==> src/rtl/hazard_forward_unit.sv <==
// Pipeline hazard unit: EX-stage operand forwarding, load-use stall sequencing
// with flush abort, and saturating stall/forward performance counters.
module hazard_forward_unit #(
    parameter int ADDR_W     = 5,
    parameter int LOAD_STALL = 1,
    parameter int CNT_W      = 16
) (
    input  logic              clk,
    input  logic              rst,
    input  logic              ex_mem_reg_write,
    input  logic [ADDR_W-1:0] ex_mem_write_reg_addr,
    input  logic              mem_wb_reg_write,
    input  logic [ADDR_W-1:0] mem_wb_write_reg_addr,
    input  logic [ADDR_W-1:0] id_ex_instr_rs,
    input  logic [ADDR_W-1:0] id_ex_instr_rt,
    input  logic              id_ex_mem_read,
    input  logic [ADDR_W-1:0] id_ex_write_reg_addr,
    input  logic [ADDR_W-1:0] if_id_instr_rs,
    input  logic [ADDR_W-1:0] if_id_instr_rt,
    input  logic              if_id_uses_rs,
    input  logic              if_id_uses_rt,
    input  logic              flush,
    input  logic              cnt_clear,
    output logic [1:0]        Forward_A,
    output logic [1:0]        Forward_B,
    output logic              stall,
    output logic              pc_write,
    output logic              if_id_write,
    output logic              id_ex_bubble,
    output logic [CNT_W-1:0]  stall_count,
    output logic [CNT_W-1:0]  fwd_count
);

    typedef enum logic [0:0] {
        IDLE = 1'b0,
        HOLD = 1'b1
    } state_t;

    localparam logic [ADDR_W-1:0] ADDR_ZERO  = {ADDR_W{1'b0}};
    localparam logic [CNT_W-1:0]  CNT_MAX    = {CNT_W{1'b1}};
    localparam logic [CNT_W-1:0]  CNT_ONE    = {{(CNT_W-1){1'b0}}, 1'b1};
    localparam logic [2:0]        REM_RELOAD = 3'(LOAD_STALL - 1);

    state_t            state_r;
    logic [2:0]        rem_r;
    logic              hazard_s;
    logic              stall_s;
    logic              fwd_active_s;
    logic [1:0]        forward_a_s;
    logic [1:0]        forward_b_s;
    logic [CNT_W-1:0]  stall_count_r;
    logic [CNT_W-1:0]  fwd_count_r;

    // EX/MEM result is newer than MEM/WB, so it wins when both match.
    function automatic logic [1:0] fwd_sel(
        input logic              exm_we,
        input logic [ADDR_W-1:0] exm_addr,
        input logic              mwb_we,
        input logic [ADDR_W-1:0] mwb_addr,
        input logic [ADDR_W-1:0] src
    );
        logic [1:0] sel;
        if (exm_we && (exm_addr != ADDR_ZERO) && (exm_addr == src)) begin
            sel = 2'b10;
        end else if (mwb_we && (mwb_addr != ADDR_ZERO) && (mwb_addr == src)) begin
            sel = 2'b01;
        end else begin
            sel = 2'b00;
        end
        return sel;
    endfunction

    // Operand forwarding selects for both ALU inputs.
    always_comb begin
        forward_a_s = fwd_sel(ex_mem_reg_write, ex_mem_write_reg_addr,
                              mem_wb_reg_write, mem_wb_write_reg_addr, id_ex_instr_rs);
        forward_b_s = fwd_sel(ex_mem_reg_write, ex_mem_write_reg_addr,
                              mem_wb_reg_write, mem_wb_write_reg_addr, id_ex_instr_rt);
        fwd_active_s = (forward_a_s != 2'b00) || (forward_b_s != 2'b00);
    end

    // Load-use detection plus stall decision; reset and flush both mask the stall.
    always_comb begin
        hazard_s = id_ex_mem_read && (id_ex_write_reg_addr != ADDR_ZERO) &&
                   ((if_id_uses_rs && (if_id_instr_rs == id_ex_write_reg_addr)) ||
                    (if_id_uses_rt && (if_id_instr_rt == id_ex_write_reg_addr)));
        stall_s = 1'b0;
        if (rst || flush) begin
            stall_s = 1'b0;
        end else if (state_r == HOLD) begin
            stall_s = 1'b1;
        end else begin
            stall_s = hazard_s;
        end
    end

    // Stall sequencer: the first stall cycle is spent in IDLE, the rest in HOLD.
    always_ff @(posedge clk or posedge rst) begin
        if (rst) begin
            state_r <= IDLE;
            rem_r   <= 3'd0;
        end else if (flush) begin
            state_r <= IDLE;
            rem_r   <= 3'd0;
        end else begin
            case (state_r)
                IDLE: begin
                    if (hazard_s && (LOAD_STALL > 1)) begin
                        state_r <= HOLD;
                        rem_r   <= REM_RELOAD;
                    end else begin
                        state_r <= IDLE;
                        rem_r   <= 3'd0;
                    end
                end
                HOLD: begin
                    if (rem_r <= 3'd1) begin
                        state_r <= IDLE;
                        rem_r   <= 3'd0;
                    end else begin
                        state_r <= HOLD;
                        rem_r   <= rem_r - 3'd1;
                    end
                end
                default: begin
                    state_r <= IDLE;
                    rem_r   <= 3'd0;
                end
            endcase
        end
    end

    // Saturating performance counters; clear beats increment.
    always_ff @(posedge clk or posedge rst) begin
        if (rst) begin
            stall_count_r <= {CNT_W{1'b0}};
            fwd_count_r   <= {CNT_W{1'b0}};
        end else if (cnt_clear) begin
            stall_count_r <= {CNT_W{1'b0}};
            fwd_count_r   <= {CNT_W{1'b0}};
        end else begin
            if (stall_s && (stall_count_r != CNT_MAX)) begin
                stall_count_r <= stall_count_r + CNT_ONE;
            end
            if (fwd_active_s && (fwd_count_r != CNT_MAX)) begin
                fwd_count_r <= fwd_count_r + CNT_ONE;
            end
        end
    end

    assign Forward_A    = forward_a_s;
    assign Forward_B    = forward_b_s;
    assign stall        = stall_s;
    assign pc_write     = ~stall_s;
    assign if_id_write  = ~stall_s;
    assign id_ex_bubble = stall_s;
    assign stall_count  = stall_count_r;
    assign fwd_count    = fwd_count_r;

endmodule

==> config.mk <==
export PLATFORM = sky130hd
export DESIGN_NAME = hazard_forward_unit
export DESIGN_NICKNAME = d
export VERILOG_FILES = /design/src/rtl/hazard_forward_unit.sv
export SDC_FILE = /design/constraint.sdc
export NUM_CORES = 1
export LEC_CHECK = 0
export CAP_MARGIN = 40
export CORE_UTILIZATION = 45
export DETAILED_ROUTE_END_ITERATION = 7
export MAX_ROUTING_LAYER = met4
export PLACE_DENSITY = 0.81
export SYNTH_ARGS = -nofsm -noshare
export SYNTH_HDL_FRONTEND = slang
export SYNTH_SLANG_ARGS = --single-unit
==> constraint.sdc <==
create_clock -name clk -period 2.4 [get_ports clk]
set_input_delay 0.36 -clock clk [delete_from_list [all_inputs] [get_ports clk]]
set_output_delay 0.36 -clock clk [all_outputs]
set_load 0.05 [all_outputs]
==> summary.txt <==
Route
  • 1st-iter DRT viols: 101
  • Drt wl/cell: 14.4 um
  • Routed via count: 2351
  • Post-DRT Antenna Nets: 0
  • Remaining routing DRC violations: 0
  • Number of optimization iterations in the first detailed-route pass: 4
  • Vias per inst: 5.47
  • Final wirelength: 6.19 mm

Placement
  • Global placement routability congestion: 0.828
  • Number of port buffers: 83
  • Placed wire-length estimate: 4.73 mm
  • Setup slack at placement: -0.226 ns
  • Placed insts: 422
  • Placed instance area: 0.00347 mm2

Yosys
  • Dominant cells by area after synthesis: sky130_fd_sc_hd__dfrtp_1, sky130_fd_sc_hd__xnor2_1, sky130_fd_sc_hd__xor2_1
  • Post-Synthesis Mean Instance Area: 8.98 um2
  • Number of enable-type register cells in the synthesized netlist: 0
  • Proportion of netlist area held by the largest area contributor: 39.0%
  • Post-synthesis async set-or-reset flop share: 100%
  • Area leader, netlist: sky130_fd_sc_hd__dfrtp_1
  • Number of standard cells after synthesis: 257
  • Primary flip-flop cell chosen by synthesis mapping: sky130_fd_sc_hd__dfrtp_1
  • Distinct cell type count of the synthesized netlist: 36
  • Register bit total from synthesis: 36
  • Total number of yosys warnings: 0
  • Cell area after synthesis: 0.00231 mm2
  • Syn_nets: 305
  • Part of the Yosys area used for sequential elements: 39.0%

STA
  • Post-route clock period utilization: 97.6%
  • Final TNS setup: 0 ns
  • Clock Skew: 0.0108 ns
  • Max Transition Viols Final: 0
  • Slew at the pin closest to its max-slew limit: 0.657 ns
  • Maximum clock frequency: 427 MHz
  • Number of hold violations in the final report: 0
  • Number of endpoints failing setup at the final stage: 0
  • Post-layout min period: 2.34 ns
  • Post-layout worst setup margin: 0.0582 ns
  • Worst slew slack as a fraction of its limit: 56.0%
  • Worst Hold Margin: 0.441 ns
  • Setup repair after global routing missed its margin: false

Floorplanning
  • FP Rows: 25
  • Vertical extent of the die: 73.6 um
  • Initial Util: 47.9%
  • Die Outline Area: 0.00542 mm2
  • Floorplan die width: 73.6 um
  • Boundary pin count: 84
  • Floorplan Core Area: 0.00482 mm2

Clocking
  • Maximum count of clock buffers along a single path: 2
  • CTS Hold Bufs: 0
  • Clock tree from TritonCTS: yes
  • CTS clk-pin slew, worst paths: 0.07 ns
  • CTS Buf Count: 5
  • Clk Tree Root Cell: sky130_fd_sc_hd__clkbuf_8
  • Clock network latency to the later pin of the worst-skew pair: 0.28 ns
  • Max H-tree Level: 2
  • Total clock sinks: 36

Global routing
  • Initial antenna violation count: 0
  • Total congestion overflow after global routing: 0
  • Total Routing Usage GR: 24.5%
  • Number of global-route vias before repair: 2236
  • Wire length of the first global-routing pass: 9.92 mm
  • Pin count of the biggest net entering global routing: 26

Cells and area
  • Antenna diode count: 0
  • Final std cells w/o fill: 430
  • Layout net count: 411
  • Summed area of non-filler cells in the final layout: 0.00359 mm2
  • Signed area change from the synthesized netlist to the final layout: 55.5%
  • Fraction of layout cells with a size suffix above 1: 14.9%
  • Commonest non-fill, non-tap cells in the layout: sky130_fd_sc_hd__clkdlybuf4s50_1, sky130_fd_sc_hd__dfrtp_1, sky130_fd_sc_hd__xnor2_1, sky130_fd_sc_hd__buf_4, sky130_fd_sc_hd__nor2_1
  • Most common cell after layout, fill and taps aside: sky130_fd_sc_hd__clkdlybuf4s50_1

Pwr
  • P_sw: 0.000318 W
  • Static Leak: 1.42 nW
  • Total power density per cell area: 350 mW/mm2
  • Switching portion of total power: 25.3%
  • Worst ir drop on vdd: 0.274 mV
  • Proportion of power drawn by combinational gates: 19.5%
  • Sequential share of power: 48.6%
  • Part of the power in the clock network: 31.8%
  • Internal Power: 0.000937 W

Worst setup path
  • Type of element capturing the critical path: output port
  • Cell count of the worst reg-to-reg path: 7
  • CP Class: input port to output port
  • Kind of start point of the critical path: input port
  • Required time at the endpoint of the critical path: 2.04 ns
  • Peak fanout along the critical path: 2
  • Arrival time of data at the critical path endpoint: 1.98 ns

Hold path
  • Type of the worst min-delay path: input port to asynchronous set/reset pin

Run status
  • Run status: completed

Job
  • Reported max-cap violation count: 0
-- logic make-up after synthesis --
logic type	share of synthesized area [%]
AOI/OAI and AO/OA	13.0
xor gates and xnor gates	15.6
adders and majority gates	2.17
buffers and inverters	4.93
DFF	39.0
muxes	0.868
and+or+nand+nor	24.4
-- worst max-delay path, cell delays in order --
cell and delay (ns):
sky130_fd_sc_hd__dlygate4sd2_1 0.27, sky130_fd_sc_hd__or4_4 0.56, sky130_fd_sc_hd__nor2_4 0.18, sky130_fd_sc_hd__nor4_4 0.07, sky130_fd_sc_hd__buf_4 0.15, sky130_fd_sc_hd__nor3_4 0.21, sky130_fd_sc_hd__buf_12 0.17
-- cells in the mapped netlist, types with 2 or more instances --
| library cell | number |
|---|---|
| sky130_fd_sc_hd__a21oi_1 | 20 |
| sky130_fd_sc_hd__and3_1 | 2 |
| sky130_fd_sc_hd__and4_1 | 4 |
| sky130_fd_sc_hd__buf_4 | 2 |
| sky130_fd_sc_hd__buf_6 | 3 |
| sky130_fd_sc_hd__clkbuf_1 | 5 |
| sky130_fd_sc_hd__dfrtp_1 | 36 |
| sky130_fd_sc_hd__ha_1 | 4 |
| sky130_fd_sc_hd__inv_1 | 10 |
| sky130_fd_sc_hd__mux2i_1 | 2 |
| sky130_fd_sc_hd__nand2_1 | 14 |
| sky130_fd_sc_hd__nand3_1 | 16 |
| sky130_fd_sc_hd__nand4_1 | 8 |
| sky130_fd_sc_hd__nor2_1 | 22 |
| sky130_fd_sc_hd__nor3_1 | 9 |
| sky130_fd_sc_hd__nor4_1 | 4 |
| sky130_fd_sc_hd__o21ai_0 | 2 |
| sky130_fd_sc_hd__o21ai_1 | 7 |
| sky130_fd_sc_hd__o31ai_1 | 11 |
| sky130_fd_sc_hd__or3_1 | 7 |
| sky130_fd_sc_hd__or4_1 | 15 |
| sky130_fd_sc_hd__xnor2_1 | 28 |
| sky130_fd_sc_hd__xor2_1 | 13 |
-- per-stage QoR --
stage | total power [W] | utilization (%)
floorplan | 0.000727 | -
global placement | 0.000859 | 72.1
detailed placement | 0.000866 | 72.1
CTS | 0.00127 | 74.3
global route | 0.00131 | 74.5
finish | 0.00125 | 74.5
-- flip-flops by register name (all words and copies together) (netlist names) --
| name | cells |
|---|---|
| fwd_count | 16 |
| state_r | 1 |
| rem_r | 3 |
| stall_count | 16 |
-- power groups by stage --
stage / combinational [W] / clock (W) / sequential [W]
6_report: 0.000245 / 0.000399 / 0.000610
5_1_grt: 0.000263 / 0.000435 / 0.000610
4_1_cts: 0.000246 / 0.000412 / 0.000610
3_5_place_dp: 0.000244 / 0 / 0.000621
3_3_place_gp: 0.000238 / 0 / 0.000621
2_1_floorplan: 0.000100 / 0 / 0.000627
-- metal layers --
metal,vias to the layer above,global-route usage (%),part of all wire (%)
met4,0,8.33,2.3
met1,1094,29.8,43
met5,-,-,0
li1,1146,-,-
met3,8,4.53,7.6
met2,103,40.9,47
-- area by class of cell --
type / count / area [um2]
Fill cell: 351 / 1230
Tap cell: 67 / 83.8
Multi-Input combinational cell: 199 / 1370
Clock buffer: 6 / 72.6
Sequential cell: 36 / 901
Timing Repair Buffer: 111 / 1110
Clock inverter: 1 / 5.00
Inverter: 10 / 41.3
-- what timing repair did --
item / in CTS / in global routing
endpoints found under the hold margin: 0 / 0
buffers inserted: 0 / 1
pin swaps: 6 / 1
endpoints found under the setup margin: 6 / 7
gates resized for setup: 14 / 2
-- final timing paths --
path	from	slack [ns]	endpoint
max reg2reg	fwd_count[3]	0.28	fwd_count[13]
max in group asynchronous	rst	1.46	stall_count[10]
max	ex_mem_write_reg_addr[3]	0.06	Forward_B[0]
min in group clk	rem_r[0]	0.46	rem_r[0]
min reg2reg	rem_r[0]	0.46	rem_r[0]
min	rst	0.44	fwd_count[6]
No activity file was read; power rests on OpenSTA's default activity.
